<file path="config.mk">
export PLATFORM = sky130hd
export DESIGN_NAME = branch_seq_flat
export DESIGN_NICKNAME = d
export VERILOG_FILES = /design/src/rtl/branch_pkg.sv /design/src/rtl/branch_seq_if.sv /design/src/rtl/branch_cnt_sat.sv /design/src/rtl/branch_seq.sv /design/src/flat_wrapper.sv
export SDC_FILE = /design/constraint.sdc
export NUM_CORES = 1
export LEC_CHECK = 0
export CAP_MARGIN = 20
export CELL_PAD_IN_SITES_DETAIL_PLACEMENT = 0
export CELL_PAD_IN_SITES_GLOBAL_PLACEMENT = 2
export CORE_MARGIN = 2
export CORE_UTILIZATION = 34
export CTS_BUF_LIST = sky130_fd_sc_hd__clkbuf_16
export DETAILED_ROUTE_END_ITERATION = 6
export PLACE_DENSITY = 0.88
export SKIP_CTS_REPAIR_TIMING = 1
export SLEW_MARGIN = 25
export SYNTH_ARGS = -nofsm -noshare
export SYNTH_HDL_FRONTEND = slang
export SYNTH_HIERARCHICAL = 1
export SYNTH_SLANG_ARGS = --single-unit
</file>
<file path="constraint.sdc">
create_clock -name clk -period 5.5 [get_ports clk]
set_clock_uncertainty 0.05 [all_clocks]
set_input_delay 0.55 -clock clk [delete_from_list [all_inputs] [get_ports clk]]
set_output_delay 0.55 -clock clk [all_outputs]
set_load 0.01 [all_outputs]
</file>
<file path="src/rtl/branch_pkg.sv">
// Shared definitions for the conditional-branch sequencer: opcodes, FSM states
// and the branch condition / target helpers.
package branch_pkg;

    localparam logic [5:0] OP_BEQ = 6'h04;
    localparam logic [5:0] OP_BNE = 6'h05;
    localparam logic [5:0] OP_BLE = 6'h06;
    localparam logic [5:0] OP_BGT = 6'h07;

    typedef enum logic [2:0] {
        IDLE = 3'd0,
        CMP  = 3'd1,
        EVAL = 3'd2,
        UPD  = 3'd3,
        FIN  = 3'd4
    } state_e;

    function automatic logic is_branch(input logic [5:0] op);
        return (op >= OP_BEQ) && (op <= OP_BGT);
    endfunction

    function automatic logic branch_cond(input logic [5:0] op, input logic igual,
                                         input logic maior);
        logic res;
        res = 1'b0;
        case (op)
            OP_BEQ:  res = igual;
            OP_BNE:  res = !igual;
            OP_BLE:  res = !maior;
            OP_BGT:  res = maior;
            default: res = 1'b0;
        endcase
        return res;
    endfunction

    // Word offset is sign-extended and scaled to bytes; wraps mod 2^32.
    function automatic logic [31:0] branch_target(input logic [31:0] pc,
                                                  input logic [15:0] off);
        return pc + {{14{off[15]}}, off, 2'b00};
    endfunction

endpackage

</file>
<file path="src/rtl/branch_seq_if.sv">
// Signal bundle between the control unit / ALU / PC path and the branch sequencer.
interface branch_seq_if #(
    parameter int unsigned CNT_W = 16
) ();
    logic             start;
    logic [5:0]       opcode;
    logic [15:0]      offset;
    logic [31:0]      pc_plus4;
    logic             igual;
    logic             maior;
    logic             alu_cmp;
    logic             busy;
    logic             pc_write;
    logic [31:0]      pc_target;
    logic             taken;
    logic             done;
    logic             bad_op;
    logic [CNT_W-1:0] cnt_taken;
    logic [CNT_W-1:0] cnt_ntaken;

    modport slave (
        input  start, opcode, offset, pc_plus4, igual, maior,
        output alu_cmp, busy, pc_write, pc_target, taken, done, bad_op,
               cnt_taken, cnt_ntaken
    );

    modport master (
        output start, opcode, offset, pc_plus4, igual, maior,
        input  alu_cmp, busy, pc_write, pc_target, taken, done, bad_op,
               cnt_taken, cnt_ntaken
    );
endinterface

</file>
<file path="src/rtl/branch_cnt_sat.sv">
// Saturating event counter: counts up on inc_i and sticks at all-ones.
module branch_cnt_sat #(
    parameter int unsigned W = 16
) (
    input  logic         clk,
    input  logic         reset,
    input  logic         inc_i,
    output logic [W-1:0] count_o
);
    logic [W-1:0] count_q;

    always_ff @(posedge clk) begin
        if (!reset) begin
            count_q <= '0;
        end else if (inc_i && (count_q != '1)) begin
            count_q <= count_q + W'(1);
        end
    end

    assign count_o = count_q;
endmodule

</file>
<file path="src/rtl/branch_seq.sv">
// Multi-cycle conditional-branch sequencer: ALU compare, flag evaluation,
// target computation, one-shot PC write and taken/not-taken statistics.
module branch_seq
    import branch_pkg::*;
#(
    parameter int unsigned ALU_LAT = 1,
    parameter int unsigned CNT_W   = 16
) (
    input  logic         clk,
    input  logic         reset,
    branch_seq_if.slave  bus
);
    localparam int unsigned       WAIT_W    = 3;
    localparam logic [WAIT_W-1:0] WAIT_INIT = WAIT_W'(ALU_LAT - 1);

    state_e              state_q, state_d;
    logic [5:0]          op_q, op_d;
    logic [15:0]         off_q, off_d;
    logic [31:0]         pc_q, pc_d;
    logic [WAIT_W-1:0]   wait_q, wait_d;
    logic                bad_q, bad_d;
    logic                taken_q, taken_d;
    logic [31:0]         target_q, target_d;
    logic                alu_cmp_q, alu_cmp_d;
    logic                busy_q, busy_d;
    logic                pc_write_q, pc_write_d;
    logic                done_q, done_d;
    logic                bad_op_q, bad_op_d;
    logic                inc_taken_c, inc_ntaken_c;
    logic [CNT_W-1:0]    cnt_taken_w, cnt_ntaken_w;

    always_ff @(posedge clk) begin
        if (!reset) begin
            state_q    <= IDLE;
            op_q       <= '0;
            off_q      <= '0;
            pc_q       <= '0;
            wait_q     <= '0;
            bad_q      <= 1'b0;
            taken_q    <= 1'b0;
            target_q   <= '0;
            alu_cmp_q  <= 1'b0;
            busy_q     <= 1'b0;
            pc_write_q <= 1'b0;
            done_q     <= 1'b0;
            bad_op_q   <= 1'b0;
        end else begin
            state_q    <= state_d;
            op_q       <= op_d;
            off_q      <= off_d;
            pc_q       <= pc_d;
            wait_q     <= wait_d;
            bad_q      <= bad_d;
            taken_q    <= taken_d;
            target_q   <= target_d;
            alu_cmp_q  <= alu_cmp_d;
            busy_q     <= busy_d;
            pc_write_q <= pc_write_d;
            done_q     <= done_d;
            bad_op_q   <= bad_op_d;
        end
    end

    // Registered outputs are computed from the next state so they line up with it.
    always_comb begin
        state_d      = state_q;
        op_d         = op_q;
        off_d        = off_q;
        pc_d         = pc_q;
        wait_d       = wait_q;
        bad_d        = bad_q;
        taken_d      = taken_q;
        target_d     = target_q;
        pc_write_d   = 1'b0;
        done_d       = 1'b0;
        bad_op_d     = 1'b0;
        inc_taken_c  = 1'b0;
        inc_ntaken_c = 1'b0;

        case (state_q)
            IDLE: begin
                if (bus.start) begin
                    op_d    = bus.opcode;
                    off_d   = bus.offset;
                    pc_d    = bus.pc_plus4;
                    taken_d = 1'b0;
                    if (is_branch(bus.opcode)) begin
                        bad_d   = 1'b0;
                        wait_d  = WAIT_INIT;
                        state_d = CMP;
                    end else begin
                        // Non-branches borrow the UPD slot (no counting) so done lands two cycles out.
                        bad_d   = 1'b1;
                        state_d = UPD;
                    end
                end
            end
            CMP: begin
                if (wait_q == '0) begin
                    state_d = EVAL;
                end else begin
                    wait_d = wait_q - WAIT_W'(1);
                end
            end
            EVAL: begin
                taken_d    = branch_cond(op_q, bus.igual, bus.maior);
                target_d   = branch_target(pc_q, off_q);
                pc_write_d = taken_d;
                state_d    = UPD;
            end
            UPD: begin
                inc_taken_c  = !bad_q && taken_q;
                inc_ntaken_c = !bad_q && !taken_q;
                done_d       = 1'b1;
                bad_op_d     = bad_q;
                state_d      = FIN;
            end
            FIN: begin
                state_d = IDLE;
            end
            default: begin
                state_d = IDLE;
            end
        endcase

        alu_cmp_d = (state_d == CMP) || (state_d == EVAL);
        busy_d    = (state_d != IDLE);
    end

    branch_cnt_sat #(.W(CNT_W)) u_cnt_taken (
        .clk     (clk),
        .reset   (reset),
        .inc_i   (inc_taken_c),
        .count_o (cnt_taken_w)
    );

    branch_cnt_sat #(.W(CNT_W)) u_cnt_ntaken (
        .clk     (clk),
        .reset   (reset),
        .inc_i   (inc_ntaken_c),
        .count_o (cnt_ntaken_w)
    );

    assign bus.alu_cmp    = alu_cmp_q;
    assign bus.busy       = busy_q;
    assign bus.pc_write   = pc_write_q;
    assign bus.pc_target  = target_q;
    assign bus.taken      = taken_q;
    assign bus.done       = done_q;
    assign bus.bad_op     = bad_op_q;
    assign bus.cnt_taken  = cnt_taken_w;
    assign bus.cnt_ntaken = cnt_ntaken_w;
endmodule
</file>
<file path="src/flat_wrapper.sv">
// flat-port wrapper written by rule: the top's interface ports become plain ports
module branch_seq_flat import branch_pkg::*;
#(
    parameter int unsigned ALU_LAT = 1,
    parameter int unsigned CNT_W   = 16
)
  (clk, reset, bus_start, bus_opcode, bus_offset, bus_pc_plus4, bus_igual, bus_maior, bus_alu_cmp, bus_busy, bus_pc_write, bus_pc_target, bus_taken, bus_done, bus_bad_op, bus_cnt_taken, bus_cnt_ntaken);
  branch_seq_if #(.CNT_W(CNT_W)) bus_i ();
  input  logic clk;
  input  logic reset;
  input wire logic [$bits(bus_i.start)-1:0] bus_start;
  input wire logic [$bits(bus_i.opcode)-1:0] bus_opcode;
  input wire logic [$bits(bus_i.offset)-1:0] bus_offset;
  input wire logic [$bits(bus_i.pc_plus4)-1:0] bus_pc_plus4;
  input wire logic [$bits(bus_i.igual)-1:0] bus_igual;
  input wire logic [$bits(bus_i.maior)-1:0] bus_maior;
  output wire logic [$bits(bus_i.alu_cmp)-1:0] bus_alu_cmp;
  output wire logic [$bits(bus_i.busy)-1:0] bus_busy;
  output wire logic [$bits(bus_i.pc_write)-1:0] bus_pc_write;
  output wire logic [$bits(bus_i.pc_target)-1:0] bus_pc_target;
  output wire logic [$bits(bus_i.taken)-1:0] bus_taken;
  output wire logic [$bits(bus_i.done)-1:0] bus_done;
  output wire logic [$bits(bus_i.bad_op)-1:0] bus_bad_op;
  output wire logic [$bits(bus_i.cnt_taken)-1:0] bus_cnt_taken;
  output wire logic [$bits(bus_i.cnt_ntaken)-1:0] bus_cnt_ntaken;
  assign bus_i.start = bus_start;
  assign bus_i.opcode = bus_opcode;
  assign bus_i.offset = bus_offset;
  assign bus_i.pc_plus4 = bus_pc_plus4;
  assign bus_i.igual = bus_igual;
  assign bus_i.maior = bus_maior;
  assign bus_alu_cmp = bus_i.alu_cmp;
  assign bus_busy = bus_i.busy;
  assign bus_pc_write = bus_i.pc_write;
  assign bus_pc_target = bus_i.pc_target;
  assign bus_taken = bus_i.taken;
  assign bus_done = bus_i.done;
  assign bus_bad_op = bus_i.bad_op;
  assign bus_cnt_taken = bus_i.cnt_taken;
  assign bus_cnt_ntaken = bus_i.cnt_ntaken;
  branch_seq #(.ALU_LAT(ALU_LAT), .CNT_W(CNT_W)) u_core (.clk(clk), .reset(reset), .bus(bus_i));
endmodule
</file>
==> summary.txt <==
CTS
  – Clock transition at the registers of the reported paths: 0.06 ns
  – CTS Buf Count: 17
  – Worst skew pair latency: 0.42 ns
  – Clock sinks: 131
  – Root buf cell: clkbuf_16
  – Clock Path Buffers: 2
  – CTS tree: yes
  – H-tree depth: 4

Route
  – WL/cell: 15.0 um
  – Routed wire length: 18.7 mm
  – Drc violations: 0
  – Via count: 6,359
  – Iteration-0 DRC Markers: 295
  – First drt pass iteration count: 5
  – Drt via density: 5.10
  – Number of routed nets with antenna violations: 0

Power
  – Pwr Total: 2.68 mW
  – Leak: 3.35 nW
  – Power Dens Cells: 294 nW/um^2
  – VDD IR max: 197 uV

Die
  – Core Rows: 52
  – Die Span X: 148 um
  – Ports: 129
  – Die ar.: 21,900 sq um
  – Core area: 20,300 sq um
  – Die height: 148 um
  – Starting Density: 34.7%

Synth
  – Post-synth ARST share: 0%
  – Synth cell types: 77
  – Avg Cell Area, Syn: 8.29 sq um
  – Synth area leader: dfxtp_1
  – Flops & latches, synth: 131
  – Top-count cell post-synth: nand2_1
  – Register area share after synthesis: 37.2%
  – Synth top cells by count: nand2_1 (180), dfxtp_1 (131), a21boi_0 (61)
  – Syn. warnings: 6
  – Number of flops mapped to enable cells by yosys: 0
  – Synth top area cells: dfxtp_1 (37%), nand2_1 (9.6%), a21boi_0 (6.5%), ha_1 (5.9%), a21oi_1 (3.3%)
  – Mapped cell area: 7040 sq um
  – Main synth FF type: dfxtp_1
  – Top cell type's share of synthesized area: 37.2%
  – Mapped Cells: 849
  – Syn_nets: 942

Timing
  – Relative slew slack: 51.3%
  – Slew @ Worst Pin: 0.728 ns
  – Period utilisation layout: 49.3%
  – RSZ-0062 raised after global routing: false
  – Worst hold slack: 0.410 ns
  – Final Hold Viols: 0
  – Final worst slack: 2.79 ns
  – Count of final max-slew check failures: 0
  – Sum of negative setup slack: 0 ns
  – Fin crit period: 2.71 ns
  – Final Setup Violations: 0
  – F_max: 0.368 GHz

Placement
  – HPWL after detailed placement: 13.6 mm
  – GP Congestion: 0.849
  – Port Buffers: 128
  – Pre-CTS WS: 2.46 ns
  – Placed cell count: 1,215
  – DP Area: 8540 sq um

Global routing
  – GR Util All Layers: 17.4%
  – Vias in the first global route: 6,091
  – Met1 usage: 23.4%
  – Grt peak-use layer: met2
  – Gr ovfl total: 0
  – Largest net degree at the start of global routing: 67
  – Initial antenna violation count: 0
  – Met3 usage: 4.20%
  – Met2 Use GR: 28.1%
  – First-pass GRT wire length: 30.5 mm

Layout
  – Final Cell Area: 9130 sq um
  – Share of layout cells above drive strength 1: 6.97%
  – Fillers: 2,063
  – Final core utilization: 45.0%
  – Final #Nets: 1,058
  – Ant diodes: 0
  – Synthesis-to-layout area growth: 29.6%
  – Non-filler cells, final: 1,246

Run status
  – Run status: completed

Setup path
  – Critical Path Sink Type: register
  – Worst Path Required: 5.79 ns
  – Arrival time worst endpoint: 3.00 ns
  – Crit path max fanout: 18
  – CP Launch Type: register
  – Critical setup path kind: reg -> reg

Job
  – Max-Cap Viols: 0

Min path
  – Worst hold path class: reg -> reg
layout by cell type (no fill, tap or decap), drive strengths merged, types with 12 or more instances in the layout:
cell type      netlist  layout
and2                15      15
nor2                39      39
dfxtp              131     131
nand3               24      24
a21oi               50      50
a21o                16      16
nand4               12      12
nor3                14      14
xnor2               15      15
inv                 20      21
a21boi              61      61
clkbuf              25      17
o31ai               15      15
o21ai               48      48
nand2              180     180
ha                  33      33
clkdlybuf4s50        0     127
logic make-up (layout without fill, tap and decap cells):
logic type / after synthesis / after routing / synth area share [%]
xor+xnor: 24 / 24 / 2.99
mux: 10 / 10 / 1.42
simple gates: 351 / 351 / 24.9
fa+ha+maj: 34 / 34 / 6.15
buf+inv: 58 / 185 / 3.59
flops: 131 / 131 / 37.2
compound gates: 241 / 241 / 23.8
path summary, 6_finish.rpt:
kind	from	endpoint	slack [ns]	cells after the start
hold / removal	u_core/op_q[4]	u_core/op_q[4]	0.41	2
setup / recovery	u_core/state_q[1]	u_core/bus.pc_target[28]	2.79	6
hold reg to reg	u_core/op_q[4]	u_core/op_q[4]	0.41	2
setup reg to reg	u_core/state_q[1]	u_core/bus.pc_target[28]	2.79	6
routing by layer:
| layer | share of wire, % | wire (um) |
|---|---|---|
| met3 | 3.8 | 712 |
| met4 | 1.2 | 216 |
| met5 | 0 | 0 |
| met2 | 45 | 8490 |
| met1 | 50 | 9270 |
where the power goes:
part | total [mW] | switching, mW | internal, mW
clock network | 1.11 | 0.415 | 0.698
logic | 0.489 | 0.281 | 0.208
registers | 1.08 | 0.0561 | 1.02
total | 2.68 | 0.753 | 1.93
final cells by class:
class,count,area (sq um),share of cell area (%)
inverter,20,75.1,0.823
clock buffer,17,425,4.66
tap,270,338,3.70
sequential,131,2620,28.7
multi-input combinational,660,4190,45.9
clock inverter,13,145,1.59
timing repair buffer,135,1330,14.6
worst max-delay path: stages, from the launching register on:
cell	delay (ns)
dfxtp_1	0.47
nand2_1	0.13
nor2_2	0.49
nand2_1	0.61
or4_1	0.66
a21o_1	0.16
o211ai_1	0.07
state kept, by name, summed over array words and instances (netlist names):
| name | cells |
|---|---|
| u_core/bus.done | 1 |
| u_core/u_cnt_ntaken/count_o | 16 |
| u_core/wait_q | 3 |
| u_core/bus.bad_op | 1 |
| u_core/bus.taken | 1 |
| u_core/bus.busy | 1 |
| u_core/bus.pc_write | 1 |
| u_core/op_q | 6 |
| u_core/pc_q | 32 |
| u_core/bus.pc_target | 32 |
| u_core/bus.alu_cmp | 1 |
| u_core/off_q | 16 |
| u_core/state_q | 3 |
| u_core/u_cnt_taken/count_o | 16 |
| u_core/bad_q | 1 |
Power figures use the tool's default switching activity.
